[src/rtl/ama_riscv_spec_tracker.sv]
// ama_riscv_spec_tracker
// Tracks predicted, still-unresolved conditional branches in program order.
// Each branch in EXE is matched against the oldest tracked entry. A mismatch
// between the prediction and the actual direction raises spec_wrong, and the
// checkpoint PC is presented for front-end recovery. The block also keeps
// saturating hit and miss statistics.
//
// Ports:
//   clk, rst         - clock; synchronous active-high reset
//   enter            - predicted branch in DEC wants to be tracked
//   pc_dec, bp_pred  - PC and predicted direction of that branch
//   enter_ready      - tracker not full; a push is accepted this cycle
//   exe_valid        - EXE holds a real instruction
//   pc_exe           - PC in EXE
//   branch_taken     - actual direction of the branch in EXE
//   flush            - external redirect; discards every entry
//   spec_active      - at least one entry is held
//   spec_resolve     - head entry resolves this cycle
//   spec_wrong       - head entry was mispredicted this cycle
//   pc_cp, cp_taken  - recovery checkpoint PC and the direction to take
//   occupancy        - number of entries held
//   hit_cnt/miss_cnt - saturating resolved-correct / resolved-wrong counts
module ama_riscv_spec_tracker #(
   parameter int SPEC_DEPTH = 2,
   parameter int ARCH_W     = 32,
   parameter int CNT_W      = 16
) (
   input  logic                            clk,
   input  logic                            rst,
   input  logic                            enter,
   input  logic [ARCH_W-1:0]               pc_dec,
   input  logic                            bp_pred,
   output logic                            enter_ready,
   input  logic                            exe_valid,
   input  logic [ARCH_W-1:0]               pc_exe,
   input  logic                            branch_taken,
   input  logic                            flush,
   output logic                            spec_active,
   output logic                            spec_resolve,
   output logic                            spec_wrong,
   output logic [ARCH_W-1:0]               pc_cp,
   output logic                            cp_taken,
   output logic [$clog2(SPEC_DEPTH+1)-1:0] occupancy,
   output logic [CNT_W-1:0]                hit_cnt,
   output logic [CNT_W-1:0]                miss_cnt
);

   localparam int PTR_W = (SPEC_DEPTH > 1) ? $clog2(SPEC_DEPTH) : 1;
   localparam int OCC_W = $clog2(SPEC_DEPTH+1);

   // The explicit wrap keeps SPEC_DEPTH == 1 correct, where the pointer has a
   // spare bit that must never count up.
   function automatic logic [PTR_W-1:0] ptr_inc(input logic [PTR_W-1:0] p);
      if (p == PTR_W'(SPEC_DEPTH-1)) begin
         return {PTR_W{1'b0}};
      end else begin
         return p + PTR_W'(1);
      end
   endfunction

   logic [ARCH_W-1:0]     pc_mem_r [SPEC_DEPTH];
   logic [SPEC_DEPTH-1:0] pred_mem_r;
   logic [PTR_W-1:0]      wptr_r;
   logic [PTR_W-1:0]      rptr_r;
   logic [OCC_W-1:0]      occupancy_r;
   logic [CNT_W-1:0]      hit_cnt_r;
   logic [CNT_W-1:0]      miss_cnt_r;

   logic                  full_s;
   logic                  active_s;
   logic [ARCH_W-1:0]     head_pc_s;
   logic                  head_pred_s;
   logic                  resolve_s;
   logic                  wrong_s;
   logic                  hit_s;
   logic                  push_s;
   logic                  clear_s;

   // Head decode and per-cycle control; everything depends on registered state and EXE/DEC inputs
   always_comb begin
      full_s      = (occupancy_r == OCC_W'(SPEC_DEPTH));
      active_s    = (occupancy_r != {OCC_W{1'b0}});
      head_pc_s   = pc_mem_r[rptr_r];
      head_pred_s = pred_mem_r[rptr_r];
      resolve_s   = exe_valid && active_s && (head_pc_s == pc_exe);
      wrong_s     = resolve_s && (head_pred_s != branch_taken);
      hit_s       = resolve_s && !wrong_s;
      // A DEC instruction that arrives during a misprediction is on the wrong path
      push_s      = enter && !full_s && !wrong_s && !flush;
      clear_s     = flush || wrong_s;
   end

   // Output drive; the head slot is masked when empty so stale entries never leak out
   always_comb begin
      enter_ready  = !full_s;
      spec_active  = active_s;
      spec_resolve = resolve_s;
      spec_wrong   = wrong_s;
      occupancy    = occupancy_r;
      hit_cnt      = hit_cnt_r;
      miss_cnt     = miss_cnt_r;
      if (active_s) begin
         pc_cp    = head_pc_s;
         cp_taken = resolve_s ? branch_taken : !head_pred_s;
      end else begin
         pc_cp    = {ARCH_W{1'b0}};
         cp_taken = 1'b0;
      end
   end

   // Entry storage; contents are deliberately left unreset
   always_ff @(posedge clk) begin
      if (push_s) begin
         pc_mem_r[wptr_r]   <= pc_dec;
         pred_mem_r[wptr_r] <= bp_pred;
      end
   end

   // Pointers and occupancy; a clear beats any concurrent pop or push
   always_ff @(posedge clk) begin
      if (rst) begin
         wptr_r      <= {PTR_W{1'b0}};
         rptr_r      <= {PTR_W{1'b0}};
         occupancy_r <= {OCC_W{1'b0}};
      end else if (clear_s) begin
         rptr_r      <= wptr_r;
         occupancy_r <= {OCC_W{1'b0}};
      end else begin
         if (push_s) begin
            wptr_r <= ptr_inc(wptr_r);
         end
         if (hit_s) begin
            rptr_r <= ptr_inc(rptr_r);
         end
         if (push_s && !hit_s) begin
            occupancy_r <= occupancy_r + OCC_W'(1);
         end else if (hit_s && !push_s) begin
            occupancy_r <= occupancy_r - OCC_W'(1);
         end
      end
   end

   // Saturating statistics; a resolve still counts when a flush arrives in the same cycle
   always_ff @(posedge clk) begin
      if (rst) begin
         hit_cnt_r  <= {CNT_W{1'b0}};
         miss_cnt_r <= {CNT_W{1'b0}};
      end else begin
         if (hit_s && (hit_cnt_r != {CNT_W{1'b1}})) begin
            hit_cnt_r <= hit_cnt_r + CNT_W'(1);
         end
         if (wrong_s && (miss_cnt_r != {CNT_W{1'b1}})) begin
            miss_cnt_r <= miss_cnt_r + CNT_W'(1);
         end
      end
   end

endmodule

[config.mk]
export PLATFORM = sky130hd
export DESIGN_NAME = ama_riscv_spec_tracker
export DESIGN_NICKNAME = d
export VERILOG_FILES = /design/src/rtl/ama_riscv_spec_tracker.sv
export SDC_FILE = /design/constraint.sdc
export NUM_CORES = 1
export LEC_CHECK = 0
export ABC_AREA = 1
export BUFFER_PORTS_ARGS = -buffer_cell sky130_fd_sc_hd__buf_2
export CORE_MARGIN = 2
export CORE_UTILIZATION = 59
export CTS_CLUSTER_DIAMETER = 50
export DETAILED_ROUTE_END_ITERATION = 16
export GPL_TIMING_DRIVEN = 0
export PLACE_DENSITY = 0.86
export RECOVER_POWER = 100
export SYNTH_ARGS = -nofsm -noshare
export SYNTH_HDL_FRONTEND = slang
export SYNTH_SLANG_ARGS = --single-unit
export TNS_END_PERCENT = 50
[constraint.sdc]
create_clock -name clk -period 8.4 [get_ports clk]
set_input_delay 2.52 -clock clk [delete_from_list [all_inputs] [get_ports clk]]
set_output_delay 2.52 -clock clk [all_outputs]
set_load 0.01 [all_outputs]
After elaboration in Yosys (flattened, before gate mapping)
Memory sizes are Yosys's and may differ from the RTL's. A register that Yosys moved wholly into a read port is not among the register bits.
Index checks and enable logic that the tools add are counted.
- bitwise operators: 1
- add/sub/neg operators: 6
- equality and inequality tests: 5
- reductions and logical operators: 24
- order comparisons: 3
- muxes and demuxes: 18
- operators with widths (operator ; count):
    $add 16x1->16 const B ; 2
    $eq 32x32->1 ; 1
    $mux 32 ; 1
    $ne 16x16->1 const B ; 2
    $mux 1 ; 13
    $logic_and 1x1->1 ; 12
    $logic_not 1->1 ; 6
    $reduce_bool 2->1 ; 3
    $lt 1x2->1 const B ; 2
    $mux 2 ; 2
    $add 1x1->1 const B ; 2
    $add 2x1->2 const B ; 1
    $bwmux 2 ; 1
    $eq 2x2->1 const B ; 1
    $reduce_and 2->1 ; 1
    $reduce_or 2->1 ; 1
    $sub 2x1->2 const B ; 1
    $demux 1 s1 ; 1
    $ge 1x1->1 const B ; 1
    $logic_or 1x1->1 ; 1
    $ne 1x1->1 ; 1
    $not 1->1 ; 1
- register bits: 38
- memories kept: 1
- logic and storage cells: 64
- bits of input ports: 71
- bits in writable memories: 64
- memory list (memory ; depth ; bits a word ; read ports ; clocked after memory_dff ; write ports ; RTL line ; source):
    pc_mem_r ; 2 ; 32 ; 1 ; 1 ; 1 ; 61 ; logic [ARCH_W-1:0] pc_mem_r [SPEC_DEPTH];

Longest topological paths before layout
- word-level depth: 11
- gate-level depth with buffers: 20
- gate-level depth less buffers: 18

Least setup slack after synthesis
OpenSTA, ideal clock, no wires.
- kind: in2out
- start point: input port branch_taken
- end point: output port spec_wrong
- arrival time: 3.634 ns
- slack: 2.246 ns
- data required time: 5.880 ns
- stages: 4
- cell sequence: xnor2_2 > clkinv_1 > clkbuf_1 > nor3_1
- longest elaborated chain between the ends: 2
- RTL lines (element ; RTL line ; source):
    start: declaration ; 36 ; input logic branch_taken,
    $ne 1x1->1 ; 86 ; wrong_s = resolve_s && (head_pred_s != branch_taken);
    $logic_and 1x1->1 ; 86 ;
    end: declaration ; 40 ; output logic spec_wrong,
No other way between the ends.

Worst setup path after layout
Ends and elaborated chain as after synthesis.

==> results by group <==
Cells and area
  – Layout area overhead: 15.8%
  – Most frequent cells in the layout: nand2_1, inv_1, clkbuf_1
  – Nets@finish: 1067
  – Final Cell Area: 7030 um^2
  – Finished Layout Cells: 1135
  – Commonest non-fill, non-tap cell in the layout: nand2_1
  – Fin util: 69.4%
  – Layout cells sized above 1: 9.52%

Critical path
  – Worst Setup End Kind: output port
  – CP arrival: 4.50 ns
  – CP bufs+invs: 4
  – R2r setup slk: 4.47 ns
  – Critical path launch point type: primary input
  – Most used cell, CP: clkbuf_1
  – Worst EP required: 5.88 ns
  – Delay-heaviest family, CP: buffers and inverters
  – CP max-delay cell: xnor2_1
  – CP cell instances: clkbuf_1, xnor2_1, clkinv_1, clkbuf_1, nor3_1, clkbuf_1
  – Crit Path Category: primary input to output port
  – Worst Path Max Fanout: 10
  – Max stage delay on crit path: 0.55 ns

Clocking
  – Clk slew on worst S/H paths: 0.11 ns
  – Inserted Clock Buffers: 9
  – # Post-CTS Setup Buffers: 0
  – Clk_lat worst skew: 0.37 ns
  – H-tree depth: 3
  – Clock Path Buffers: 2
  – CTS Hold Bufs: 0
  – Sink Count: 103
  – Post-CTS sizing: 0
  – CTS tree: built
  – CTS Root Cell: clkbuf_8

Routing
  – Initial DRC count: 542
  – Post-DR wirelength/cell: 14.8 um
  – Drt total wl: 16800 um
  – Drt via density: 5.35
  – Drt drc: 0
  – Via count: 6067
  – Post-route ant nets: 0
  – Drt first pass iters: 5

Yosys
  – Prevailing post-synth register cell: edfxtp_1
  – Mux cell area share after synthesis: 0.165%
  – Synth Area in Adders: 0.618%
  – Avg Cell Area, Syn: 7.24 um^2
  – Synth Instances: 839
  – Yosys cell types: 32
  – Fraction of registers with async set/reset: 0%
  – Post-Synth Simple-Gate Area: 35.4%
  – Post-Synth XOR/XNOR Area: 4.45%
  – Post-synth design cell area: 6070 um^2
  – Synth warn: 0
  – Post-synth EDFFs: 66
  – #FFs+latches synth: 103
  – Compound-cell area share of the yosys netlist: 5.15%
  – Seq/Total Area, Yosys: 44.8%
  – Syn_nets: 913
  – Main combinational cell family by area after synthesis: simple AND/OR/NAND/NOR gates

STA
  – Maximum clock frequency: 143 MHz
  – Worst Tran Pin Value: 1.83 ns
  – RSZ-0062 raised after global routing: false
  – Final setup margin: 1.38 ns
  – Final setup vio count: 0
  – Slew headroom: -21.9%
  – Final hold violation count: 0
  – WHS: 0.490 ns
  – Part of the cycle the worst path needs: 83.5%
  – Crit path time final: 7.02 ns
  – Final setup TNS: 0 ns
  – Max-slew violations: 31
  – Setup Skew: 0.0155 ns

Floorplan
  – FP Rows: 37
  – DIE WIDTH: 105 um
  – Initial core utilization: 59.9%
  – Core area: 10100 um^2
  – Die area: 11100 um^2
  – Die height: 105 um
  – Io pins: 142

Place
  – HPWL after DPL: 13000 um
  – GP Congestion: 0.974
  – Area after DPL: 7000 um^2
  – Cell count after placement: 1118
  – Post-Place Setup Slack: 1.75 ns
  – Buffers added on ports: 141

Power
  – PwrDens: 148 nW/um^2
  – Pwr Total: 1.04 mW
  – P_leak: 3.12 nW
  – VDD IR max: 104 uV

Run
  – Maxcap violations: 1

Run status
  – Failing checks: capacitance limit, slew limit
  – Status: complete, but fails checks

Worst hold path
  – Hold Path Class: flop to flop

GRT
  – Largest net degree at the start of global routing: 31
  – GRT overflow: 0
  – First-pass GRT wire length: 26800 um
  – GRT Total Usage: 30.7%
  – Initial antenna violation count: 0
  – Vias in the first global route: 5624
layer usage:
metal | up-vias | global-route usage [%] | part of all wire [%]
met3 | 25 | 4.82 | 6.5
met2 | 238 | 50.0 | 47
met5 | - | 0 | 0
met1 | 2786 | 42.5 | 45
li1 | 3018 | - | -
met4 | 0 | 9.14 | 1.6
cell usage after synthesis, types with 2 or more instances:
cell type | instances | area, um^2
a21oi_1 | 50 | 250
buf_2 | 4 | 20.0
buf_4 | 5 | 37.5
buf_6 | 4 | 45.0
clkbuf_1 | 10 | 37.5
dfxtp_1 | 37 | 741
edfxtp_1 | 66 | 1980
ha_1 | 3 | 37.5
inv_1 | 110 | 413
inv_2 | 2 | 7.51
nand2_1 | 288 | 1080
nand2_2 | 6 | 37.5
nand3_1 | 51 | 255
nand3b_1 | 7 | 52.6
nand4_1 | 45 | 282
nor2_1 | 89 | 334
nor2_2 | 2 | 12.5
nor3_1 | 12 | 60.1
o211ai_1 | 2 | 15.0
o21ai_0 | 6 | 30.0
o21ai_1 | 2 | 10.0
xnor2_1 | 9 | 78.8
xor2_1 | 20 | 175
sequential cells by signal, summed over array words and instances (netlist names), named ones only:
register,count
pred_mem_r,2
occupancy,2
wptr_r,1
hit_cnt,16
miss_cnt,16
pc_mem_r,64
rptr_r,1
area by class of cell:
type	instances	area, um^2
timing repair buffer	143	608
sequential	103	2720
tap	136	170
buffer	23	138
clock inverter	6	68.8
inverter	114	430
fill	954	3110
clock buffer	10	128
multi-input combinational	599	2760
antenna	1	2.50
worst reg2reg max path: cells and delay by family, from the launching register on:
family | cells | cell delay [ns]
and+or+nand+nor | 12 | 1.38
buffers and inverters | 4 | 1.81
DFF | 1 | 0.33
logic make-up after synthesis:
family	count (synthesis)
flops	103
simple gates	504
buf+inv	137
xor+xnor	30
fa+ha+maj	3
mux	1
compound gates	61
report_power, final:
| group | total, mW | switching [mW] | internal (mW) | leakage (nW) |
|---|---|---|---|---|
| Sequential | 0.556 | 0.00436 | 0.552 | 0.904 |
| Clock | 0.315 | 0.176 | 0.139 | 0.0930 |
| Combinational | 0.171 | 0.117 | 0.0535 | 2.12 |
final timing paths:
kind | end | cells past startpoint | startpoint
worst max-delay path | spec_wrong | 6 | branch_taken
worst min-delay path | miss_cnt[6] | 2 | miss_cnt[6]
worst max register to register | pc_mem_r[0][31] | 16 | flop
worst min register to register | miss_cnt[6] | 2 | miss_cnt[6]
(Power assumes the default switching activity.)
